**src/rtl/i2c_bus_arb.sv**
```systemverilog
// Idle-gated arbiter sharing one I2C pad pair between two controllers.
// Optional ownership watchdog is built only when I2C_ARB_WDOG_EN is defined.
module i2c_bus_arb #(
    parameter int unsigned IDLE_CYC = 64,
    parameter int unsigned WDOG_CYC = 65536
) (
    input  logic       clk_i,
    input  logic       rst_i,
    input  logic [1:0] req_i,
    output logic [1:0] gnt_o,
    input  logic [1:0] m_scl_o_i,
    input  logic [1:0] m_sda_o_i,
    input  logic [1:0] m_scl_oe_i,
    input  logic [1:0] m_sda_oe_i,
    output logic [1:0] m_scl_i_o,
    output logic [1:0] m_sda_i_o,
    input  logic       pad_scl_i,
    input  logic       pad_sda_i,
    output logic       pad_scl_o,
    output logic       pad_sda_o,
    output logic       pad_scl_oe_o,
    output logic       pad_sda_oe_o,
    output logic       bus_busy_o,
    output logic       wdog_o
);

    localparam int unsigned IdleW = $clog2(IDLE_CYC + 1);
    localparam logic [IdleW-1:0] IdleMax = IdleW'(IDLE_CYC);

    localparam logic [1:0] StIdle  = 2'd0;
    localparam logic [1:0] StOwn0  = 2'd1;
    localparam logic [1:0] StOwn1  = 2'd2;
    localparam logic [1:0] StDrain = 2'd3;

    logic [1:0]       scl_sync_q, sda_sync_q;
    logic             scl_hist_q, sda_hist_q;
    logic             scl_s, sda_s;
    logic             start_det, stop_det;
    logic [IdleW-1:0] idle_cnt_q, idle_cnt_d;
    logic             idle_hit;
    logic             busy_q, busy_d;
    logic [1:0]       state_q, state_d;
    logic [1:0]       gnt_q, gnt_d;
    logic             last_q, last_d;
    logic [1:0]       elig;
    logic             pick;
    logic             owning;
    logic             wdog_exp;

    assign scl_s = scl_sync_q[1];
    assign sda_s = sda_sync_q[1];

    // SCL must be high in both samples so a simultaneous release of both lines is not a STOP
    assign start_det = scl_s & scl_hist_q & sda_hist_q & ~sda_s;
    assign stop_det  = scl_s & scl_hist_q & ~sda_hist_q & sda_s;

    always_ff @(posedge clk_i) begin
        if (rst_i) begin
            scl_sync_q <= 2'b11;
            sda_sync_q <= 2'b11;
            scl_hist_q <= 1'b1;
            sda_hist_q <= 1'b1;
        end else begin
            scl_sync_q <= {scl_sync_q[0], pad_scl_i};
            sda_sync_q <= {sda_sync_q[0], pad_sda_i};
            scl_hist_q <= scl_s;
            sda_hist_q <= sda_s;
        end
    end

    assign idle_hit = (idle_cnt_q == IdleMax);

    always_comb begin
        idle_cnt_d = '0;
        if (scl_s && sda_s) begin
            idle_cnt_d = idle_hit ? idle_cnt_q : idle_cnt_q + 1'b1;
        end
    end

    always_comb begin
        busy_d = busy_q;
        if (start_det) begin
            busy_d = 1'b1;
        end else if (stop_det || idle_hit) begin
            busy_d = 1'b0;
        end
    end

    assign owning = (state_q == StOwn0) || (state_q == StOwn1);
    assign pick   = (elig == 2'b11) ? ~last_q : elig[1];

    always_comb begin
        state_d = state_q;
        last_d  = last_q;
        case (state_q)
            StIdle: begin
                // A START seen this cycle blocks the grant even though busy_q is still low
                if ((elig != 2'b00) && !busy_q && !start_det) begin
                    state_d = pick ? StOwn1 : StOwn0;
                    last_d  = pick;
                end
            end
            StOwn0:  if (!req_i[0] || wdog_exp) state_d = StDrain;
            StOwn1:  if (!req_i[1] || wdog_exp) state_d = StDrain;
            StDrain: if (!busy_q) state_d = StIdle;
            default: state_d = StIdle;
        endcase
    end

    assign gnt_d = {state_d == StOwn1, state_d == StOwn0};

    always_ff @(posedge clk_i) begin
        if (rst_i) begin
            idle_cnt_q <= '0;
            busy_q     <= 1'b0;
            state_q    <= StIdle;
            gnt_q      <= 2'b00;
            last_q     <= 1'b1;
        end else begin
            idle_cnt_q <= idle_cnt_d;
            busy_q     <= busy_d;
            state_q    <= state_d;
            gnt_q      <= gnt_d;
            last_q     <= last_d;
        end
    end

    assign gnt_o      = gnt_q;
    assign bus_busy_o = busy_q;

`ifdef I2C_ARB_WDOG_EN
    localparam int unsigned WdogW = $clog2(WDOG_CYC + 1);
    localparam logic [WdogW-1:0] WdogLast = WdogW'(WDOG_CYC - 1);

    logic [WdogW-1:0] own_cnt_q, own_cnt_d;
    logic [1:0]       blk_q, blk_d;
    logic             wdog_q;

    assign wdog_exp  = owning && (own_cnt_q == WdogLast);
    assign own_cnt_d = owning ? own_cnt_q + 1'b1 : '0;
    // A revoked requester stays blocked until it has dropped its request
    assign blk_d     = (blk_q & req_i) |
                       (wdog_exp ? {state_q == StOwn1, state_q == StOwn0} : 2'b00);
    assign elig      = req_i & ~blk_q;

    always_ff @(posedge clk_i) begin
        if (rst_i) begin
            own_cnt_q <= '0;
            blk_q     <= 2'b00;
            wdog_q    <= 1'b0;
        end else begin
            own_cnt_q <= own_cnt_d;
            blk_q     <= blk_d;
            wdog_q    <= wdog_exp;
        end
    end

    assign wdog_o = wdog_q;
`else
    logic unused_wdog_cyc;
    assign unused_wdog_cyc = ^WDOG_CYC;
    assign wdog_exp        = 1'b0;
    assign elig            = req_i;
    assign wdog_o          = 1'b0;
`endif

    always_comb begin
        pad_scl_o    = 1'b1;
        pad_sda_o    = 1'b1;
        pad_scl_oe_o = 1'b0;
        pad_sda_oe_o = 1'b0;
        m_scl_i_o    = 2'b11;
        m_sda_i_o    = 2'b11;
        case (state_q)
            StOwn0: begin
                pad_scl_o    = m_scl_o_i[0];
                pad_sda_o    = m_sda_o_i[0];
                pad_scl_oe_o = m_scl_oe_i[0];
                pad_sda_oe_o = m_sda_oe_i[0];
                m_scl_i_o[0] = scl_s;
                m_sda_i_o[0] = sda_s;
            end
            StOwn1: begin
                pad_scl_o    = m_scl_o_i[1];
                pad_sda_o    = m_sda_o_i[1];
                pad_scl_oe_o = m_scl_oe_i[1];
                pad_sda_oe_o = m_sda_oe_i[1];
                m_scl_i_o[1] = scl_s;
                m_sda_i_o[1] = sda_s;
            end
            default: ;
        endcase
    end

endmodule

```
**config.mk**
```make
export PLATFORM = sky130hd
export DESIGN_NAME = i2c_bus_arb
export DESIGN_NICKNAME = d
export VERILOG_FILES = /design/src/rtl/i2c_bus_arb.sv
export SDC_FILE = /design/constraint.sdc
export NUM_CORES = 1
export LEC_CHECK = 0
export ABC_AREA = 1
export BUFFER_PORTS_ARGS = -buffer_cell sky130_fd_sc_hd__buf_2
export CORE_MARGIN = 2
export CORE_UTILIZATION = 40
export DETAILED_ROUTE_END_ITERATION = 6
export GPL_TIMING_DRIVEN = 1
export PLACE_DENSITY = 0.73
export SETUP_SLACK_MARGIN = 0.15
export SYNTH_ARGS = -nofsm -noshare
export SYNTH_HDL_FRONTEND = slang
export SYNTH_SLANG_ARGS = --single-unit
```
**constraint.sdc**
```tcl
create_clock -name clk_i -period 3.6 [get_ports clk_i]
set_input_delay 0.54 -clock clk_i [delete_from_list [all_inputs] [get_ports clk_i]]
set_output_delay 0.54 -clock clk_i [all_outputs]
set_load 0.01 [all_outputs]
```
==> summary.md, run 1 <==
| Metric | Value |
|---|---|
| Routing usage on met2 | 26.7% |
| H-Tree Depth | 1 |
| Number of synthesized register bits | 19 |
| Crit. End Element | output port |
| Setup TNS | 0 ns |
| Max-cap viol count | 0 |
| Via/cell ratio | 4.88 |
| IO Port Bufs | 24 |
| Max stage delay on crit path | 0.44 ns |
| VDD IR max | 0.236 mV |
| Sequential power share | 45.1% |
| DR iter-0 viols | 8 |
| Final Util | 50.8% |
| Routed WL | 1800 um |
| Clock group share of total power | 20.3% |
| RSZ-0062 raised after global routing | no |
| Share of the yosys chip area belonging to registers | 39.5% |
| Remaining antenna violation count | 0 |
| Unique cell type count in the Yosys netlist | 23 |
| Final slew viol count | 0 |
| Number of global-route vias before repair | 818 |
| Most frequent CP cell | inv_1 |
| Clk_skew | 0.0132 ns |
| CP Cell Sequence | inv_1 -> ha_1 -> inv_1 -> a221o_1 -> buf_2 |
| Period utilization | 60.5% |
| Worst EP arrival | 1.64 ns |
| DR WL/cell | 10.1 um |
| Switching share of power | 36.3% |
| CP Class | reg -> out |
| Max Buffers Root-to-Sink | 2 |
| Starting density of the core | 43.1% |
| Fmax achieved | 459 MHz |
| Die area | 0.00281 sq mm |
| Power Dens Cells | 487 mW/mm^2 |
| Critical Path Fanout Max | 6 |
| Placed cell areas | 0.00110 sq mm |
| Commonest non-fill, non-tap cell in the layout | nand2_1 |
| GRT Residual Overflow | 0 |
| Pint | 352 uW |
| Status | finished, final reports clean |
| GR met1 Demand/Resource | 18.7% |
| Critical Path RT | 3.06 ns |
| First-pass GRT wire length | 3240 um |
| DRC Markers | 0 |
| Cell Area, Synth | 962 sq um |
| CTS tree | yes |
| Reg2Reg Depth | 8 |
| Vias | 868 |
| Fin crit period | 2.18 ns |
| CTS root buf | clkbuf_4 |
| Core Area | 0.00223 sq mm |
| Antenna diode count | 0 |
| CTS buffer count | 3 |
| Post-Syn Instances | 124 |
| Most frequent cells in the layout | nand2_1, buf_2, dfxtp_1, nand3_1, inv_1 |
| CTS clock-pin slew for the worst setup and hold paths | 0.12 ns |
| Placer Congestion | 0.814 |
| Met3 usage | 2.82% |
| Final setup fails | 0 |
| Fillers | 228 |
| Die height | 53.0 um |
| Logic pwr share | 34.7% |
| Gr usage total | 15.8% |
| CTS Hold Buffers Added | 0 |
| Critical Path Start Type | register |
| Post-DP HPWL | 1470 um |
| Postcts setup bufs | 0 |
| Pre-antenna DRT Iters | 4 |
| Top Usage Layer GRT | met2 |
| Die W | 53.0 um |
| Share of cells above drive strength 1 | 27.3% |
| Cts repair resizes | 0 |
| Number of antenna violations at the first check in global routing | 0 |
| Clock Latency Late Sink | 0.31 ns |
| Syn nets | 146 |
| CP max stage cell | dfxtp_1 |
| Fin. Hold Viols | 0 |
| Site row count | 17 |
| Final #Nets | 173 |
| Worst Hold Depth | 2 |
| CTS sink cnt | 19 |
| Final Instance Area | 0.00113 sq mm |
| Largest net degree at the start of global routing | 13 |
| Leakage | 0.559 nW |
| Worst min path class | in -> reg |
| Top-level port count | 26 |
| Area Overhead vs Synth | 17.9% |
| P_sw | 200 uW |
| Average size of a mapped cell | 7.76 sq um |
| YS warnings | 0 |
[state kept, by name, summed over array words and instances (netlist names)]
name / flops
sda_sync_q: 2
idle_cnt_q: 7
sda_hist_q: 1
last_q: 1
gnt_o: 2
state_q: 2
scl_sync_q: 2
scl_hist_q: 1
bus_busy_o: 1
[critical path, delay by kind of cell (launching register included)]
family / cells / cell delay [ns]
buf+inv: 3 / 0.34
flops: 1 / 0.44
compound gates: 1 / 0.26
fa+ha+maj: 1 / 0.30
[cells in the mapped netlist]
| cell type | number | share of area, % |
|---|---|---|
| xor2_1 | 2 | 1.8 |
| nor2_2 | 3 | 2.0 |
| inv_1 | 14 | 5.5 |
| xnor2_1 | 2 | 1.8 |
| nor3b_1 | 1 | 0.78 |
| nand4_1 | 3 | 2.0 |
| a221o_1 | 2 | 2.1 |
| dfxtp_1 | 19 | 40 |
| nand3_1 | 15 | 7.8 |
| conb_1 | 1 | 0.39 |
| clkbuf_2 | 1 | 0.52 |
| nand2_1 | 26 | 10 |
| nor3_2 | 1 | 1.0 |
| a21oi_1 | 8 | 4.2 |
| o21ai_0 | 2 | 1.0 |
| nor2_4 | 1 | 1.2 |
| nor2_1 | 6 | 2.3 |
| ha_1 | 8 | 10 |
| or2_2 | 4 | 2.6 |
| clkinv_2 | 1 | 0.52 |
| nand2_2 | 2 | 1.3 |
| buf_4 | 1 | 0.78 |
| inv_2 | 1 | 0.39 |
[routing by layer]
| metal | part of all wire, % | vias up |
|---|---|---|
| met2 | 48 | 29 |
| met4 | 2.8 | 0 |
| li1 | - | 449 |
| met3 | 4.6 | 5 |
| met1 | 44 | 385 |
| met5 | 0 | - |
[final timing paths]
path            startpoint            end  slack (ns)
min reg2reg  sda_sync_q[0]  sda_sync_q[1]        0.43
max             state_q[0]      pad_sda_o        1.42
min              pad_sda_i  sda_sync_q[0]        0.40
max reg2reg     state_q[1]     state_q[1]        2.11
[power groups by stage]
stage / clock (mW) / combinational, mW / sequential [mW]
global route: 0.129 / 0.222 / 0.253
finish: 0.112 / 0.192 / 0.249
global placement: 0 / 0.185 / 0.253
detailed placement: 0 / 0.191 / 0.255
floorplan: 0 / 0.132 / 0.255
CTS: 0.116 / 0.192 / 0.249
[final cells by class]
class | instances | area [sq um] | share of cell area, %
inverter | 16 | 61.3 | 5.40
multi-input combinational | 87 | 508 | 44.8
sequential | 19 | 380 | 33.5
timing repair buffer | 24 | 120 | 10.6
clock inverter | 1 | 7.51 | 0.662
clock buffer | 3 | 22.5 | 1.98
tap | 28 | 35.0 | 3.09
[kinds of logic after synthesis]
logic type	after synthesis	share of synthesized area (%)
XOR/XNOR	4	3.64
buffers and inverters	18	7.67
AND/OR/NAND/NOR	62	31.1
flip-flops	19	39.5
other	1	0.390
AO/OA/AOI/OAI	12	7.28
adder cells (fa/ha/maj)	8	10.4
[stage by stage]
stage                     total power, mW  setup WS, ns  std cells  hold slack (ns)
after global routing                0.604          1.27        178            0.398
after global placement              0.438          1.81        174            0.390
after floorplan                     0.387          1.91        124            0.389
after CTS                           0.557          1.41        178            0.397
final                               0.553          1.42        178            0.400
after detailed placement            0.445          1.75        174            0.397
(Power assumes the default switching activity.)
==> inputs of run 2 (changes only) <==
==> constraint.sdc (replaced) <==
create_clock -name clk_i -period 2.2 [get_ports clk_i]
set_input_delay 0.33 -clock clk_i [delete_from_list [all_inputs] [get_ports clk_i]]
set_output_delay 0.33 -clock clk_i [all_outputs]
set_load 0.01 [all_outputs]
==> summary.md, run 2 (same netlist as run 1, synthesis figures left out) <==
| Metric | Value |
|---|---|
| CTS clock-pin slew for the worst setup and hold paths | 0.11 ns |
| VDD IR max | 0.452 mV |
| Hold Crit Endpoint | sda_sync_q[0] |
| DR WL/cell | 10.4 um |
| Hold Path Origin | pad_sda_i |
| Worst EP arrival | 1.58 ns |
| DRC Markers | 0 |
| Fin. Hold Viols | 0 |
| R2r setup slk | 0.76 ns |
| Crit. End Element | output port |
| Clk_skew | 0.00498 ns |
| Number of global-route vias before repair | 817 |
| CTS root buf | clkbuf_4 |
| Vias | 880 |
| Power Dens Cells | 793 mW/mm^2 |
| Max-cap viol count | 0 |
| CP Class | reg -> out |
| IO Port Bufs | 24 |
| Pre-antenna DRT Iters | 4 |
| Placer Congestion | 0.830 |
| First-pass GRT wire length | 3180 um |
| Fmax achieved | 522 MHz |
| Top-level port count | 26 |
| Most frequent cells in the layout | nand2_1, buf_2, dfxtp_1, nand3_1, inv_1 |
| Leakage | 0.563 nW |
| Share of cells above drive strength 1 | 28.0% |
| Largest net degree at the start of global routing | 12 |
| Via/cell ratio | 4.94 |
| Final slew viol count | 0 |
| Site row count | 17 |
| RSZ-0062 raised after global routing | no |
| Die area | 0.00281 sq mm |
| Number of antenna violations at the first check in global routing | 0 |
| Period utilization | 87.0% |
| Setup TNS | 0 ns |
| DR iter-0 viols | 12 |
| Starting density of the core | 43.1% |
| Critical Path Start Type | register |
| Final Util | 50.8% |
| Remaining antenna violation count | 0 |
| Final #Nets | 173 |
| Max reg flops | 7 |
| Die height | 53.0 um |
| Commonest non-fill, non-tap cell in the layout | nand2_1 |
| Post-DP HPWL | 1520 um |
| Worst reg2reg endpoint | state_q[1] |
| Antenna diode count | 0 |
| GRT Residual Overflow | 0 |
| Routed WL | 1850 um |
| CTS sink cnt | 19 |
| Clock Latency Late Sink | 0.30 ns |
| CTS tree | yes |
| Final setup fails | 0 |
| Postcts setup bufs | 0 |
| Core Area | 0.00223 sq mm |
| Reg2Reg Depth | 8 |
| Worst min path class | in -> reg |
| Critical Path Fanout Max | 6 |
| Gr usage total | 15.5% |
| Max Buffers Root-to-Sink | 2 |
| Fillers | 228 |
| Fin crit period | 1.91 ns |
| Largest Register | idle_cnt_q |
| Reg-to-Reg Start | state_q[1] |
| Critical Path RT | 1.87 ns |
| Area Overhead vs Synth | 17.8% |
| H-Tree Depth | 1 |
| Status | finished, final reports clean |
| Worst Hold Depth | 2 |
| CTS buffer count | 3 |
| Die W | 53.0 um |
-- run 2: cell count changes in the layout (fill, tap and decap cells not counted), sizes merged --
cell      delta
clkinv       +1
clkinvlp     -1
-- run 2: worst max-delay path: stages (launching register included) --
cell and delay [ns]:
dfxtp_1 0.40, inv_1 0.13, ha_1 0.30, inv_1 0.07, a221o_1 0.26, buf_2 0.14
-- run 2: through the flow --
stage          setup WS, ns  cell area [sq um]  power (mW)  hold slack (ns)  cells
6_report              0.286               1130       0.899            0.202    178
2_1_floorplan         0.716                962       0.633            0.389    124
5_1_grt               0.169               1130       0.978            0.199    178
4_1_cts               0.221               1130       0.908            0.195    178
3_5_place_dp          0.576               1100       0.727            0.398    174
3_3_place_gp          0.621               1100       0.715            0.391    174
-- run 2: report_power, final --
part / total, mW / internal [mW] / switching, mW / leakage (nW)
clock network: 0.177 / 0.0678 / 0.109 / 0.0177
registers: 0.410 / 0.382 / 0.0280 / 0.156
logic: 0.312 / 0.126 / 0.186 / 0.389
total: 0.899 / 0.575 / 0.323 / 0.563
-- run 2: cell type report --
class | count | area (sq um) | share of cell area (%)
multi-input cells | 87 | 508 | 44.8
inverters | 16 | 61.3 | 5.41
clock inverters | 1 | 5.00 | 0.442
repair buffers | 24 | 120 | 10.6
flip-flops and latches | 19 | 382 | 33.7
well taps | 28 | 35.0 | 3.09
clock buffers | 3 | 22.5 | 1.99
-- run 2: repair_timing --
action                     CTS  global route
setup endpoints to repair    0             2
resized for setup            0             1
hold buffers                 0             0
-- run 2: metal layers --
metal / routed length (um) / share of wire (%) / GRT usage (%) / vias to the layer above
met3: 70 / 3.8 / 0.847 / 5
met2: 897 / 48 / 28.3 / 27
met1: 838 / 45 / 17.5 / 399
met4: 48 / 2.6 / 8.97 / 0
li1: - / - / - / 449
met5: 0 / 0 / 0 / -
-- run 2: how the worst max path moves through the flow --
stage | from | to | slack [ns] | cells past startpoint
2_1_floorplan | state_q[0] | pad_scl_o | 0.72 | 4
3_3_place_gp | state_q[0] | pad_sda_o | 0.62 | 4
4_1_cts | state_q[0] | pad_sda_o | 0.22 | 4
5_1_grt | state_q[1] | pad_scl_o | 0.17 | 5
6_report | state_q[1] | pad_scl_o | 0.29 | 5
3_5_place_dp | state_q[0] | pad_scl_o | 0.58 | 4
